[src/rtl/instruction_issuer_pkg.sv]
// Shared widths, state encodings and payload type for the instruction issuer.
package instruction_issuer_pkg;

  localparam int unsigned INSTRUCTION_WIDTH  = 32;
  localparam int unsigned ISSUER_STATE_WIDTH = 2;
  localparam int unsigned COUNT_WIDTH        = 16;

  localparam logic [ISSUER_STATE_WIDTH-1:0] ST_IDLE      = 2'd0;
  localparam logic [ISSUER_STATE_WIDTH-1:0] ST_ISSUE     = 2'd1;
  localparam logic [ISSUER_STATE_WIDTH-1:0] ST_WAIT_ACK  = 2'd2;
  localparam logic [ISSUER_STATE_WIDTH-1:0] ST_WAIT_DONE = 2'd3;

  typedef logic [INSTRUCTION_WIDTH-1:0] instr_t;

endpackage

[src/rtl/instruction_fifo.sv]
// Instruction word FIFO; pointers carry a wrap bit so full/empty come from a pointer compare.
module instruction_fifo
  import instruction_issuer_pkg::*;
#(
  parameter int unsigned DEPTH = 8
) (
  input  logic   clk,
  input  logic   reset,
  input  logic   push,
  input  logic   pop,
  input  logic   flush,
  input  instr_t dataIn,
  output instr_t dataOut,
  output logic   empty,
  output logic   full
);

  localparam int unsigned AW = $clog2(DEPTH);
  localparam int unsigned PW = AW + 1;

  logic [PW-1:0] r_wr_ptr;
  logic [PW-1:0] r_rd_ptr;
  instr_t        r_mem [DEPTH];
  logic          w_push;
  logic          w_pop;

  // Flush dominates any same-cycle push or pop.
  assign w_push = push && !full && !flush;
  assign w_pop  = pop && !empty && !flush;

  always_ff @(posedge clk or negedge reset) begin
    if (!reset) begin
      r_wr_ptr <= '0;
      r_rd_ptr <= '0;
    end else if (flush) begin
      r_wr_ptr <= '0;
      r_rd_ptr <= '0;
    end else begin
      if (w_push) r_wr_ptr <= r_wr_ptr + PW'(1);
      if (w_pop)  r_rd_ptr <= r_rd_ptr + PW'(1);
    end
  end

  always_ff @(posedge clk) begin
    if (w_push) r_mem[r_wr_ptr[AW-1:0]] <= dataIn;
  end

  assign dataOut = r_mem[r_rd_ptr[AW-1:0]];
  assign empty   = (r_wr_ptr == r_rd_ptr);
  assign full    = (r_wr_ptr[AW] != r_rd_ptr[AW]) &&
                   (r_wr_ptr[AW-1:0] == r_rd_ptr[AW-1:0]);

endmodule

[src/rtl/instruction_issuer.sv]
// Pops queued instruction words and hands them to the core with a start pulse,
// waiting for busy to rise and fall; counts completions and flags a silent core.
module instruction_issuer
  import instruction_issuer_pkg::*;
#(
  parameter int unsigned DEPTH       = 8,
  parameter int unsigned ACK_TIMEOUT = 4
) (
  input  logic                   clk,
  input  logic                   reset,
  input  logic                   enable,
  input  logic                   flush,
  input  logic                   wrValid,
  input  logic [31:0]            wrData,
  output logic                   wrReady,
  input  logic                   coreBusy,
  output logic [31:0]            instructionOut,
  output logic                   start,
  output logic                   empty,
  output logic                   full,
  output logic [15:0]            issuedCount,
  output logic                   timeoutError,
  output logic                   idle
);

  localparam int unsigned TW = $clog2(ACK_TIMEOUT + 1);

  logic [ISSUER_STATE_WIDTH-1:0] r_state;
  logic [ISSUER_STATE_WIDTH-1:0] w_next_state;
  logic [TW-1:0]                 r_timer;
  instr_t                        r_instr;
  logic [COUNT_WIDTH-1:0]        r_count;
  logic                          r_timeout_err;
  logic                          w_pop;
  logic                          w_timeout;
  logic                          w_done;
  logic                          w_empty;
  logic                          w_full;
  instr_t                        w_head;

  instruction_fifo #(
    .DEPTH (DEPTH)
  ) u_fifo (
    .clk     (clk),
    .reset   (reset),
    .push    (wrValid),
    .pop     (w_pop),
    .flush   (flush),
    .dataIn  (wrData),
    .dataOut (w_head),
    .empty   (w_empty),
    .full    (w_full)
  );

  always_ff @(posedge clk or negedge reset) begin
    if (!reset) r_state <= ST_IDLE;
    else        r_state <= w_next_state;
  end

  always_comb begin
    w_next_state = r_state;
    w_pop        = 1'b0;
    w_timeout    = 1'b0;
    w_done       = 1'b0;
    case (r_state)
      ST_IDLE: begin
        if (enable && !w_empty && !coreBusy && !flush) begin
          w_next_state = ST_ISSUE;
          w_pop        = 1'b1;
        end
      end
      ST_ISSUE: w_next_state = ST_WAIT_ACK;
      ST_WAIT_ACK: begin
        // An acknowledge on the last allowed cycle still counts.
        if (coreBusy) begin
          w_next_state = ST_WAIT_DONE;
        end else if (r_timer == TW'(ACK_TIMEOUT - 1)) begin
          w_next_state = ST_IDLE;
          w_timeout    = 1'b1;
        end
      end
      ST_WAIT_DONE: begin
        if (!coreBusy) begin
          w_next_state = ST_IDLE;
          w_done       = 1'b1;
        end
      end
      default: w_next_state = ST_IDLE;
    endcase
  end

  always_ff @(posedge clk or negedge reset) begin
    if (!reset)                      r_timer <= '0;
    else if (r_state == ST_WAIT_ACK) r_timer <= r_timer + TW'(1);
    else                             r_timer <= '0;
  end

  // Datapath: held instruction, completion counter, sticky timeout flag.
  always_ff @(posedge clk or negedge reset) begin
    if (!reset) begin
      r_instr       <= '0;
      r_count       <= '0;
      r_timeout_err <= 1'b0;
    end else begin
      if (w_pop)  r_instr <= w_head;
      if (w_done) r_count <= r_count + COUNT_WIDTH'(1);
      if (flush)          r_timeout_err <= 1'b0;
      else if (w_timeout) r_timeout_err <= 1'b1;
    end
  end

  assign instructionOut = r_instr;
  assign start          = (r_state == ST_ISSUE);
  assign idle           = (r_state == ST_IDLE);
  assign empty          = w_empty;
  assign full           = w_full;
  assign wrReady        = !w_full;
  assign issuedCount    = r_count;
  assign timeoutError   = r_timeout_err;

endmodule

[config.mk]
export PLATFORM = sky130hd
export DESIGN_NAME = instruction_issuer
export DESIGN_NICKNAME = d
export VERILOG_FILES = /design/src/rtl/instruction_issuer_pkg.sv /design/src/rtl/instruction_fifo.sv /design/src/rtl/instruction_issuer.sv
export SDC_FILE = /design/constraint.sdc
export NUM_CORES = 1
export LEC_CHECK = 0
export CORE_MARGIN = 10
export CORE_UTILIZATION = 40
export DETAILED_ROUTE_END_ITERATION = 8
export PLACE_DENSITY_LB_ADDON = 0.3
export SYNTH_ARGS = -nofsm -noshare
export SYNTH_HDL_FRONTEND = slang
export SYNTH_SLANG_ARGS = --single-unit
export TNS_END_PERCENT = 50
[constraint.sdc]
create_clock -name clk -period 4.4 [get_ports clk]
set_input_delay 0.44 -clock clk [delete_from_list [all_inputs] [get_ports clk]]
set_output_delay 0.44 -clock clk [all_outputs]
set_load 0.005 [all_outputs]
Word level (Yosys, flattened, before mapping) --
Memories as Yosys holds them, arrays and structs flattened. A register that Yosys moved wholly into a read port is not among the register bits. Cells that the tools add are included.
Storage, ports and cells: register bits after elaboration 30, bits in writable memories 256, output and inout port bits 54, word-level logic and storage cells 60, memories 1
Cells by class: $add $sub $neg 4, equal/unequal tests 10, mux-type cells 21, reductions and logical operators 18
Memory list:
- u_fifo.r_mem | words 8, bits a word 32, rd ports 1, clocked after Yosys merged registers in 1, wr ports 1, line instruction_fifo.sv:23 | instr_t r_mem [DEPTH];
Operators by type and width (count):
- $add 16x1->16 const B | 1
- $mux 4 | 4
- $mux 1 | 11
- $add 4x1->4 const B | 2
- $logic_and 1x1->1 | 8
- $mux 2 | 4
- $pmux 2 s4 | 1
- $reduce_bool 2->1 | 3
- $logic_not 1->1 | 5
- $eq 2x2->1 const B | 2
- $eq 4x4->1 | 1
- $add 3x1->3 const B | 1
- $eq 3x2->1 const B | 1
- $eq 3x3->1 | 1
- $mux 3 | 1
- $ne 3x3->1 const B | 1
- $reduce_and 3->1 | 1
- $eq 2x1->1 const B | 1
- $logic_not 2->1 | 1
- $ne 2x1->1 const B | 1
- $ne 2x2->1 const B | 1
- $ne 1x1->1 | 1

Depth between registers and ports, before layout --
Gate-level depths: netlist (run 1).
word-level depth 11, depth in mapped cells 8, depth with buffers taken out 5

By module --
A second synthesis (run 1) with hierarchy kept.
Unflattened totals: cell total of the unflattened synthesis 610, area, all modules 12627.1 µm²
Modules (own cells, without submodules):
- instruction_fifo | instances 1, cells an instance 450, area each 10436.3 µm², seq. area each 7887.6 µm²
- instruction_issuer | instances 1, cells an instance 160, area each 2190.9 µm², seq. area each 1351.3 µm²

Worst setup path before layout (run 1) --
OpenSTA, ideal clock, no wires.
path kind register -> register, start register u_fifo.r_rd_ptr[1], end memory u_fifo.r_mem[0][0] in the netlist's numbering (enable), library setup time 513 ps, arrival time 4308 ps, setup slack -421 ps, cell stages (with the launch flop) 5, path buffers 1, cell sequence dfrtp_1 > buf_2 > xor2_1 > o41ai_1 > nor4b_1
Between the ends: word-level cells in the longest chain between the ends 7
RTL lines:
- start: declaration | line instruction_fifo.sv:22 | logic [PW-1:0] r_rd_ptr;
- start signal: assignment | line instruction_fifo.sv:40 | if (w_pop) r_rd_ptr <= r_rd_ptr + PW'(1);
- $eq 3x3->1 | line instruction_fifo.sv:51 | (r_wr_ptr[AW-1:0] == r_rd_ptr[AW-1:0]);
- $logic_and 1x1->1 | line instruction_fifo.sv:50 | assign full = (r_wr_ptr[AW] != r_rd_ptr[AW]) &&
- $logic_not 1->1 | line instruction_fifo.sv:28 | assign w_push = push && !full && !flush;
- $logic_and 1x1->1 (2 in a row) | line instruction_fifo.sv:28
- $mux 1 | line instruction_fifo.sv:45 | if (w_push) r_mem[r_wr_ptr[AW-1:0]] <= dataIn;
- $mux 1 (implied by the code) | line instruction_fifo.sv:45
- end: declaration | line instruction_fifo.sv:23
No other way between the ends.

Final worst setup path (run 1) --
start register u_fifo.r_rd_ptr[0], end output empty
Between the ends: word-level cells in the longest chain between the ends 1
RTL lines:
- $eq 4x4->1 | line instruction_fifo.sv:49 | assign empty = (r_wr_ptr == r_rd_ptr);
- end: declaration | line instruction_issuer.sv:19 | output logic empty,
No other way between the ends.

==> results.sh, run 1 <==
export IMPL_status="complete, no violations"
export IMPL_tightest_slew_ns=1.13
export IMPL_syn_area_sq_mm=0.0122
export IMPL_layout_commonest_cell="edfxtp_1"
export IMPL_muxShareOfSynthArea=0.145
export IMPL_rr_startpoint="u_fifo.r_rd_ptr[0]"
export IMPL_start_util=0.402
export IMPL_yosysSeqAreaShare=0.754
export IMPL_htreeDepth=2
export IMPL_grt_ovfl_total=0
export IMPL_synth_top_area_frac=0.628
export IMPL_fin_crit_sh=0.751
export IMPL_peakVddDrop_mv=0.411
export IMPL_diodes=0
export IMPL_cts_tree="done"
export IMPL_die_h_microns=195
export IMPL_cts_buffers=34
export IMPL_arrival_ns=2.87
export IMPL_cts_hold_buf=0
export IMPL_clk_latency_ns=0.51
export IMPL_final_util=0.486
export IMPL_busiest_layer="met2"
export IMPL_via_count=6306
export IMPL_syn_mean_instance_area_sq_um=19.5
export IMPL_timing_final_ws_setup_ns=1.09
export IMPL_die_area_sq_mm=0.0380
export IMPL_finalHoldViolCount=0
export IMPL_synth_top_family_by_area="multiplexers"
export IMPL_synth_simple_gate_area_frac=0.0284
export IMPL_cp_max_fo=35
export IMPL_grt_max_degree=68
export IMPL_maxCapViolCount=0
export IMPL_clockRootBuffer="clkbuf_16"
export IMPL_end_kind="output port"
export IMPL_cts_sinks=318
export IMPL_core_area_sq_mm=0.0304
export IMPL_clk_pin_slew_ns=0.06
export IMPL_antenna_found_initial=1
export IMPL_synth_top_cell_by_area="edfxtp_1"
export IMPL_hpwlAfterDp_mm=15.5
export IMPL_drc=0
export IMPL_yosys_warnings=0
export IMPL_rsz0062_at_grt="no"
export IMPL_synthDistinctLibCells=39
export IMPL_report_final_slew_viol_count=0
export IMPL_critPathLaunch="u_fifo.r_rd_ptr[0]"
export IMPL_fillers=2517
export IMPL_synth_xor_area_frac=0.0150
export IMPL_grtUsageMet2=0.221
export IMPL_power_density_mw_per_mm2=507
export IMPL_crit_type="reg2out"
export IMPL_dpl_worst_slack_ns=1.27
export IMPL_cts_resized=0
export IMPL_setup_viol=0
export IMPL_ant_nets=0
export IMPL_slew_headroom=0.246
export IMPL_synth_cells=629
export IMPL_place_congestion=0.792
export IMPL_nets=777
export IMPL_synth_area_top_cells="edfxtp_1 (63%), dfrtp_1 (13%), mux4_2 (12%)"
export IMPL_use_met3=0.0319
export IMPL_drt_first_pass_iters=5
export IMPL_reg2reg_slack_ns=1.58
export IMPL_routed_wirelength_mm=27.3
export IMPL_ys_ff_latch=318
export IMPL_skew_ns=0.0168
export IMPL_p_leak_nw=4.89
export IMPL_drive_above_1_share=0.188
export IMPL_viasPerCell=5.46
export IMPL_drtIter0Drc=461
export IMPL_fmax_mhz=302
export IMPL_rows=64
export IMPL_grt_pass1_wl_mm=41.8
export IMPL_grt_usage=0.142
export IMPL_synthAdderAreaFrac=0.00511
export IMPL_worstReg2RegEnd="u_fifo.r_mem[7][25]"
export IMPL_ioPinCount=92
export IMPL_syn_nets=672
export IMPL_fp_dieW_microns=195
export IMPL_critPathLaunchType="flip-flop"
export IMPL_grt_pass1_vias=6629
export IMPL_critical_path_required_ns=3.96
export IMPL_use_met1=0.194
export IMPL_hold_class="in2async"
export IMPL_synth_compound_area_frac=0.0338
export IMPL_area_growth_pct=20.6
export IMPL_io_buffers=91
export IMPL_fin_crit_ns=3.31
export IMPL_r2r_worst_path_cells=5
export IMPL_postCtsSetupRepairBufs=0
export IMPL_wl_per_cell_microns=23.7
export IMPL_layout_common_cells="edfxtp_1 (256), clkdlybuf4s50_1 (90), a21oi_1 (68)"
export IMPL_clockBufferDepth=3
==> metal layers <==
| metal | share of wire | vias up |
|---|---|---|
| met4 | 0.022 | 2 |
| met3 | 0.058 | 54 |
| met1 | 0.45 | 3313 |
| li1 | - | 2735 |
| met5 | 0.00062 | - |
| met2 | 0.47 | 202 |
==> cells by family after synthesis <==
family | count (synthesis)
flip-flops | 318
buffers and inverters | 42
multiplexers | 98
AND/OR/NAND/NOR | 67
XOR/XNOR | 21
adder cells (fa/ha/maj) | 5
AO/OA/AOI/OAI | 78
==> synthesized netlist by cell type <==
cell type	instances
xor2_1	8
nor3_1	2
buf_4	3
and2_1	1
nand4_1	5
nand4b_1	1
or4_1	3
and3_1	3
clkbuf_2	1
ha_1	5
nor4_1	5
a21oi_1	68
nand3b_1	1
mux2i_1	34
o311ai_0	1
xnor2_1	13
dfrtp_1	62
mux4_2	64
nor2_4	1
o21ai_0	4
a41oi_1	1
nand2_1	17
buf_2	16
and4_1	1
clkbuf_1	7
nor2_1	13
and3b_1	1
clkinv_4	1
nor4b_1	1
or3_1	1
buf_6	3
o41ai_1	1
a31o_2	1
o41a_1	1
inv_1	6
buf_1	5
edfxtp_1	256
nand3_1	11
a21o_1	1
==> power by group <==
group / leakage [nW] / total [mW] / switching (mW) / internal (mW)
clock: 0.563 / 2.90 / 1.10 / 1.80
combinational: 1.22 / 0.888 / 0.389 / 0.499
sequential: 3.10 / 3.70 / 0.229 / 3.47
total: 4.89 / 7.49 / 1.71 / 5.77
==> worst max-delay path by stage <==
stage,endpoint,cells past startpoint
global placement,u_fifo.r_mem[7][25],5
finish,empty,5
floorplan,u_fifo.r_mem[4][0],4
detailed placement,instructionOut[28],6
CTS,empty,5
global route,empty,5
==> cell type report <==
type	count	area, sq um	area share
clock buffer	51	996	0.0674
clock inverter	10	156	0.0106
inverter	7	31.3	0.00212
multi-input combinational	269	2850	0.193
sequential	318	9250	0.626
tap	396	495	0.0335
timing repair buffer	104	1000	0.0679
==> stage by stage <==
stage	power, mW	setup TNS [ns]	instances	hold WS, ns	cell area [sq um]
after floorplan	4.02	-3.68	629	0.144	12300
after global placement	4.64	0	1094	0.417	13600
after detailed placement	4.67	0	1094	0.438	13600
after CTS	7.57	0	1155	0.0289	14800
after global routing	7.81	0	1155	0.0605	14800
final	7.49	0	1155	0.0179	14800
==> critical path, stage by stage, from the launching register on <==
cell	delay [ns]
dfrtp_4	0.61
xor2_1	0.24
or4_1	0.55
buf_4	0.28
clkinv_4	0.12
clkdlybuf4s50_1	0.55
==> flip-flops by register name, summed over array words and instances, names as in the netlist <==
name             flops
u_fifo.r_wr_ptr      4
u_fifo.r_mem       256
r_state              2
r_timer              3
instructionOut      32
timeoutError         1
u_fifo.r_rd_ptr      4
issuedCount         16
No activity file was read; power rests on OpenSTA's default activity.
==> run 2, diff against run 1 <==
clock period = 3 ns   (was 4.4 ns; I/O delays follow)
==> results.sh, run 2 (synthesis results as in run 1) <==
export IMPL_dpl_worst_slack_ns=0.435
export IMPL_report_final_slew_viol_count=0
export IMPL_die_h_microns=195
export IMPL_drt_first_pass_iters=4
export IMPL_grt_ovfl_total=0
export IMPL_p_leak_nw=5.02
export IMPL_rows=64
export IMPL_drive_above_1_share=0.207
export IMPL_nets=793
export IMPL_cts_buffers=34
export IMPL_fillers=2497
export IMPL_peakVddDrop_mv=0.398
export IMPL_wl_per_cell_microns=22.5
export IMPL_timing_final_ws_setup_ns=0.151
export IMPL_cts_sinks=318
export IMPL_layout_commonest_cell="edfxtp_1"
export IMPL_die_area_sq_mm=0.0380
export IMPL_power_density_mw_per_mm2=741
export IMPL_layout_common_cells="edfxtp_1 (256), clkdlybuf4s50_1 (90), a21oi_1 (68)"
export IMPL_hold_class="reg2reg"
export IMPL_clockRootBuffer="clkbuf_16"
export IMPL_fp_dieW_microns=195
export IMPL_setup_viol=0
export IMPL_tightest_slew_ns=1.04
export IMPL_critPathLaunchType="flip-flop"
export IMPL_critical_path_required_ns=2.70
export IMPL_area_growth_pct=22.7
export IMPL_grt_pass1_wl_mm=41.0
export IMPL_crit_type="reg2out"
export IMPL_arrival_ns=2.55
export IMPL_ant_nets=0
export IMPL_design_area_sq_mm=0.0150
export IMPL_start_util=0.402
export IMPL_core_area_sq_mm=0.0304
export IMPL_clk_pin_slew_ns=0.05
export IMPL_cts_tree="done"
export IMPL_fin_crit_sh=0.950
export IMPL_tns_ns=0
export IMPL_viasPerCell=5.41
export IMPL_grt_pass1_vias=6785
export IMPL_end_kind="output port"
export IMPL_grt_usage=0.137
export IMPL_drc=0
export IMPL_finalHoldWorstSlack_ns=0.433
export IMPL_grt_max_degree=69
export IMPL_fin_crit_ns=2.85
export IMPL_via_count=6337
export IMPL_antenna_found_initial=2
export IMPL_skew_ns=0.0109
export IMPL_maxCapViolCount=0
export IMPL_cp_max_fo=9
export IMPL_fmax_mhz=351
export IMPL_clockBufferDepth=3
export IMPL_place_congestion=0.776
export IMPL_io_buffers=91
export IMPL_routed_wirelength_mm=26.4
export IMPL_hpwlAfterDp_mm=16.1
export IMPL_status="complete, no violations"
export IMPL_diodes=0
export IMPL_finalHoldViolCount=0
export IMPL_slew_headroom=0.309
export IMPL_ioPinCount=92
export IMPL_postPlaceCellArea_sq_mm=0.0138
export IMPL_largest_reg_flops=256
export IMPL_htreeDepth=2
export IMPL_clk_latency_ns=0.50
export IMPL_drtIter0Drc=356
export IMPL_rsz0062_at_grt="no"
run 2: cell count changes in the layout (fill, tap and decap cells not counted), sizes merged:
cell / change
clkinv: +4
bufinv: +1
dlygate4sd3: +1
clkbuf: -3
inv: -1
buf: +15
run 2: cell type report:
cell class | count | area [sq um] | area share
Tap cell | 396 | 495 | 0.0330
Clock inverter | 14 | 194 | 0.0129
Timing Repair Buffer | 120 | 1180 | 0.0782
Multi-Input combinational cell | 269 | 2860 | 0.190
Sequential cell | 318 | 9250 | 0.615
Clock buffer | 48 | 1030 | 0.0683
Inverter | 7 | 31.3 | 0.00208
run 2: power by group:
group / leakage (nW) / internal (mW) / switching [mW]
combinational: 1.32 / 0.747 / 0.577
clock: 0.600 / 2.82 / 1.62
sequential: 3.10 / 5.09 / 0.281
run 2: worst max-delay path, cell delays in order, from the launching register on:
cell	delay [ns]
dfrtp_1	0.59
xor2_1	0.19
or4_1	0.64
clkinv_4	0.12
clkdlybuf4s50_1	0.51
run 2: routing by layer:
metal	wire, microns	track usage
met3	1730	0.0346
met1	11000	0.175
met4	456	0.0356
met5	27	0
met2	13200	0.229
run 2: through the flow:
step / std cells / utilization / total power, mW
after floorplan: 629 / - / 5.90
after global placement: 1109 / 0.453 / 6.76
after detailed placement: 1109 / 0.453 / 6.80
after CTS: 1172 / 0.494 / 11.3
after global routing: 1172 / 0.494 / 11.6
final: 1172 / 0.494 / 11.1
run 2: path summary, 6_finish.rpt:
check	cells after the start	to	slack, ns	startpoint
setup / recovery	4	empty	0.15	u_fifo.r_wr_ptr[0]
hold / removal	1	r_timer[0]	0.43	r_timer[0]
setup reg to reg	4	u_fifo.r_mem[6][23]	0.46	u_fifo.r_wr_ptr[0]
hold reg to reg	1	r_timer[0]	0.43	r_timer[0]
max in group asynchronous	3	issuedCount[3]	1.59	reset
min in group asynchronous	2	timeoutError	0.46	reset
run 2: timing repair:
action                    in CTS  in global routing
buffers inserted               0                  0
gates resized for setup        0                  0
hold endpoints to repair      32                  0
hold buffers                   1                  0
==> run 3, diff against run 2 <==
CORE_ASPECT_RATIO = 0.5   (was default)
==> results.sh, run 3 (synthesis results as in run 1) <==
export IMPL_via_count=6189
export IMPL_setup_viol=0
export IMPL_postPlaceCellArea_sq_mm=0.0137
export IMPL_htreeDepth=1
export IMPL_largest_reg_flops=256
export IMPL_met1Wirelength_mm=11.9
export IMPL_report_final_slew_viol_count=0
export IMPL_layout_commonest_cell="edfxtp_1"
export IMPL_antenna_found_initial=0
export IMPL_core_area_sq_mm=0.0302
export IMPL_nets=782
export IMPL_viasPerCell=5.33
export IMPL_routed_wirelength_mm=26.3
export IMPL_end_kind="output port"
export IMPL_rr_startpoint="u_fifo.r_wr_ptr[2]"
export IMPL_die_h_microns=144
export IMPL_cpMaxStageDelayCell="or4_1"
export IMPL_peakVddDrop_mv=0.442
export IMPL_worstReg2RegEnd="u_fifo.r_mem[5][3]"
export IMPL_drtIter0Drc=535
export IMPL_area_growth_pct=19.7
export IMPL_reg2reg_slack_ns=0.52
export IMPL_rsz0062_at_grt="no"
export IMPL_critical_path_required_ns=2.70
export IMPL_clockRootBuffer="clkbuf_16"
export IMPL_arrival_ns=2.60
export IMPL_tightest_slew_ns=1.14
export IMPL_grt_usage=0.137
export IMPL_drt_first_pass_iters=5
export IMPL_cts_sinks=318
export IMPL_place_congestion=0.764
export IMPL_slowest_delay_ns=0.61
export IMPL_top_layer_used="met4"
export IMPL_timing_critical_path_cells="xor2_1, or4_1, clkinv_4, clkdlybuf4s50_1"
export IMPL_wl_met3_mm=1.08
export IMPL_finalPower_mw=10.2
export IMPL_fin_cells=1161
export IMPL_slew_headroom=0.238
export IMPL_drive_above_1_share=0.186
export IMPL_fillers=2448
export IMPL_fin_crit_ns=2.90
export IMPL_endpoint="empty"
export IMPL_clk_pin_slew_ns=0.07
export IMPL_skew_ns=0.0185
export IMPL_finalHoldViolCount=0
export IMPL_dr_wl_met2_mm=12.8
export IMPL_diodes=0
export IMPL_critPathLaunch="u_fifo.r_wr_ptr[2]"
export IMPL_postCtsSetupRepairBufs=0
export IMPL_crit_type="reg2out"
export IMPL_fmax_mhz=345
export IMPL_status="complete, no violations"
export IMPL_final_util=0.485
export IMPL_hpwlAfterDp_mm=15.0
export IMPL_grt_pass1_wl_mm=40.3
export IMPL_die_area_sq_mm=0.0384
export IMPL_cts_tree="done"
export IMPL_grt_ovfl_total=0
export IMPL_power_density_mw_per_mm2=697
export IMPL_grt_max_degree=68
export IMPL_layout_common_cells="edfxtp_1 (256), clkdlybuf4s50_1 (90), a21oi_1 (68)"
export IMPL_clockBufferDepth=3
export IMPL_critPathLaunchType="flip-flop"
export IMPL_io_buffers=91
export IMPL_r2r_worst_path_cells=5
export IMPL_cts_buffers=29
export IMPL_grt_pass1_vias=6547
export IMPL_design_area_sq_mm=0.0147
export IMPL_cp_max_fo=7
export IMPL_clk_latency_ns=0.57
export IMPL_fp_dieW_microns=267
export IMPL_drc=0
export IMPL_p_leak_nw=4.83
export IMPL_ioPinCount=92
export IMPL_wl_per_cell_microns=22.6
export IMPL_dp_cells=1106
export IMPL_maxCapViolCount=0
export IMPL_start_util=0.405
export IMPL_tns_ns=0
export IMPL_hold_class="in2async"
export IMPL_ant_nets=0
export IMPL_rows=45
export IMPL_fin_crit_sh=0.967
==> run 3: changes by cell type in the layout (fill, tap and decap cells not counted), sizes merged <==
cell and change:
buf -6, clkinv +6, bufinv -3, inv +2
clkbuf -13
==> run 3: what timing repair did <==
item,in CTS,in global routing
endpoints found under the setup margin,0,1
hold endpoints to repair,62,0
gates resized for setup,0,1
hold buffers,1,0
==> run 3: how the worst min path moves through the flow <==
stage | cells past startpoint | to | start
CTS | 1 | u_fifo.r_mem[2][9] | wrData[9]
detailed placement | 1 | r_timer[0] | r_timer[0]
floorplan | 0 | instructionOut[0] | reset
global placement | 1 | r_timer[0] | r_timer[0]
global route | 1 | u_fifo.r_mem[1][10] | wrData[10]
finish | 2 | issuedCount[0] | reset
==> run 3: power by group <==
part / switching (mW) / internal [mW] / leakage, nW
clock: 1.59 / 1.96 / 0.443
sequential: 0.247 / 5.09 / 3.10
combinational: 0.589 / 0.741 / 1.28
total: 2.43 / 7.79 / 4.83
==> run 3: final cells by class <==
cell class | instances | area, sq um | share of cell area
tap | 399 | 499 | 0.0340
timing repair buffer | 114 | 1120 | 0.0765
clock buffer | 35 | 748 | 0.0510
inverter | 7 | 31.3 | 0.00213
clock inverter | 19 | 156 | 0.0107
multi-input combinational | 269 | 2860 | 0.195
sequential | 318 | 9250 | 0.631
==> run 3: worst max-delay path: cells and delay by family (launching register included) <==
kind / cells / cell delay [ns]
xor gates and xnor gates: 1 / 0.17
buffers and inverters: 2 / 0.71
DFF: 1 / 0.55
and+or+nand+nor: 1 / 0.61
==> run 3: through the flow <==
step / setup WS (ns) / hold WS [ns]
6_report: 0.0981 / 0.449
5_1_grt: 0.0176 / 0.477
4_1_cts: 0.00243 / 0.433
3_5_place_dp: 0.336 / 0.450
3_3_place_gp: 0.411 / 0.417
2_1_floorplan: -0.793 / 0.00441
==> run 3: metal layers <==
| metal | up-vias | track usage |
|---|---|---|
| li1 | 2745 | - |
| met1 | 3298 | 0.183 |
| met2 | 121 | 0.231 |
| met3 | 25 | 0.0264 |
| met4 | 0 | 0.0310 |
| met5 | - | 0 |
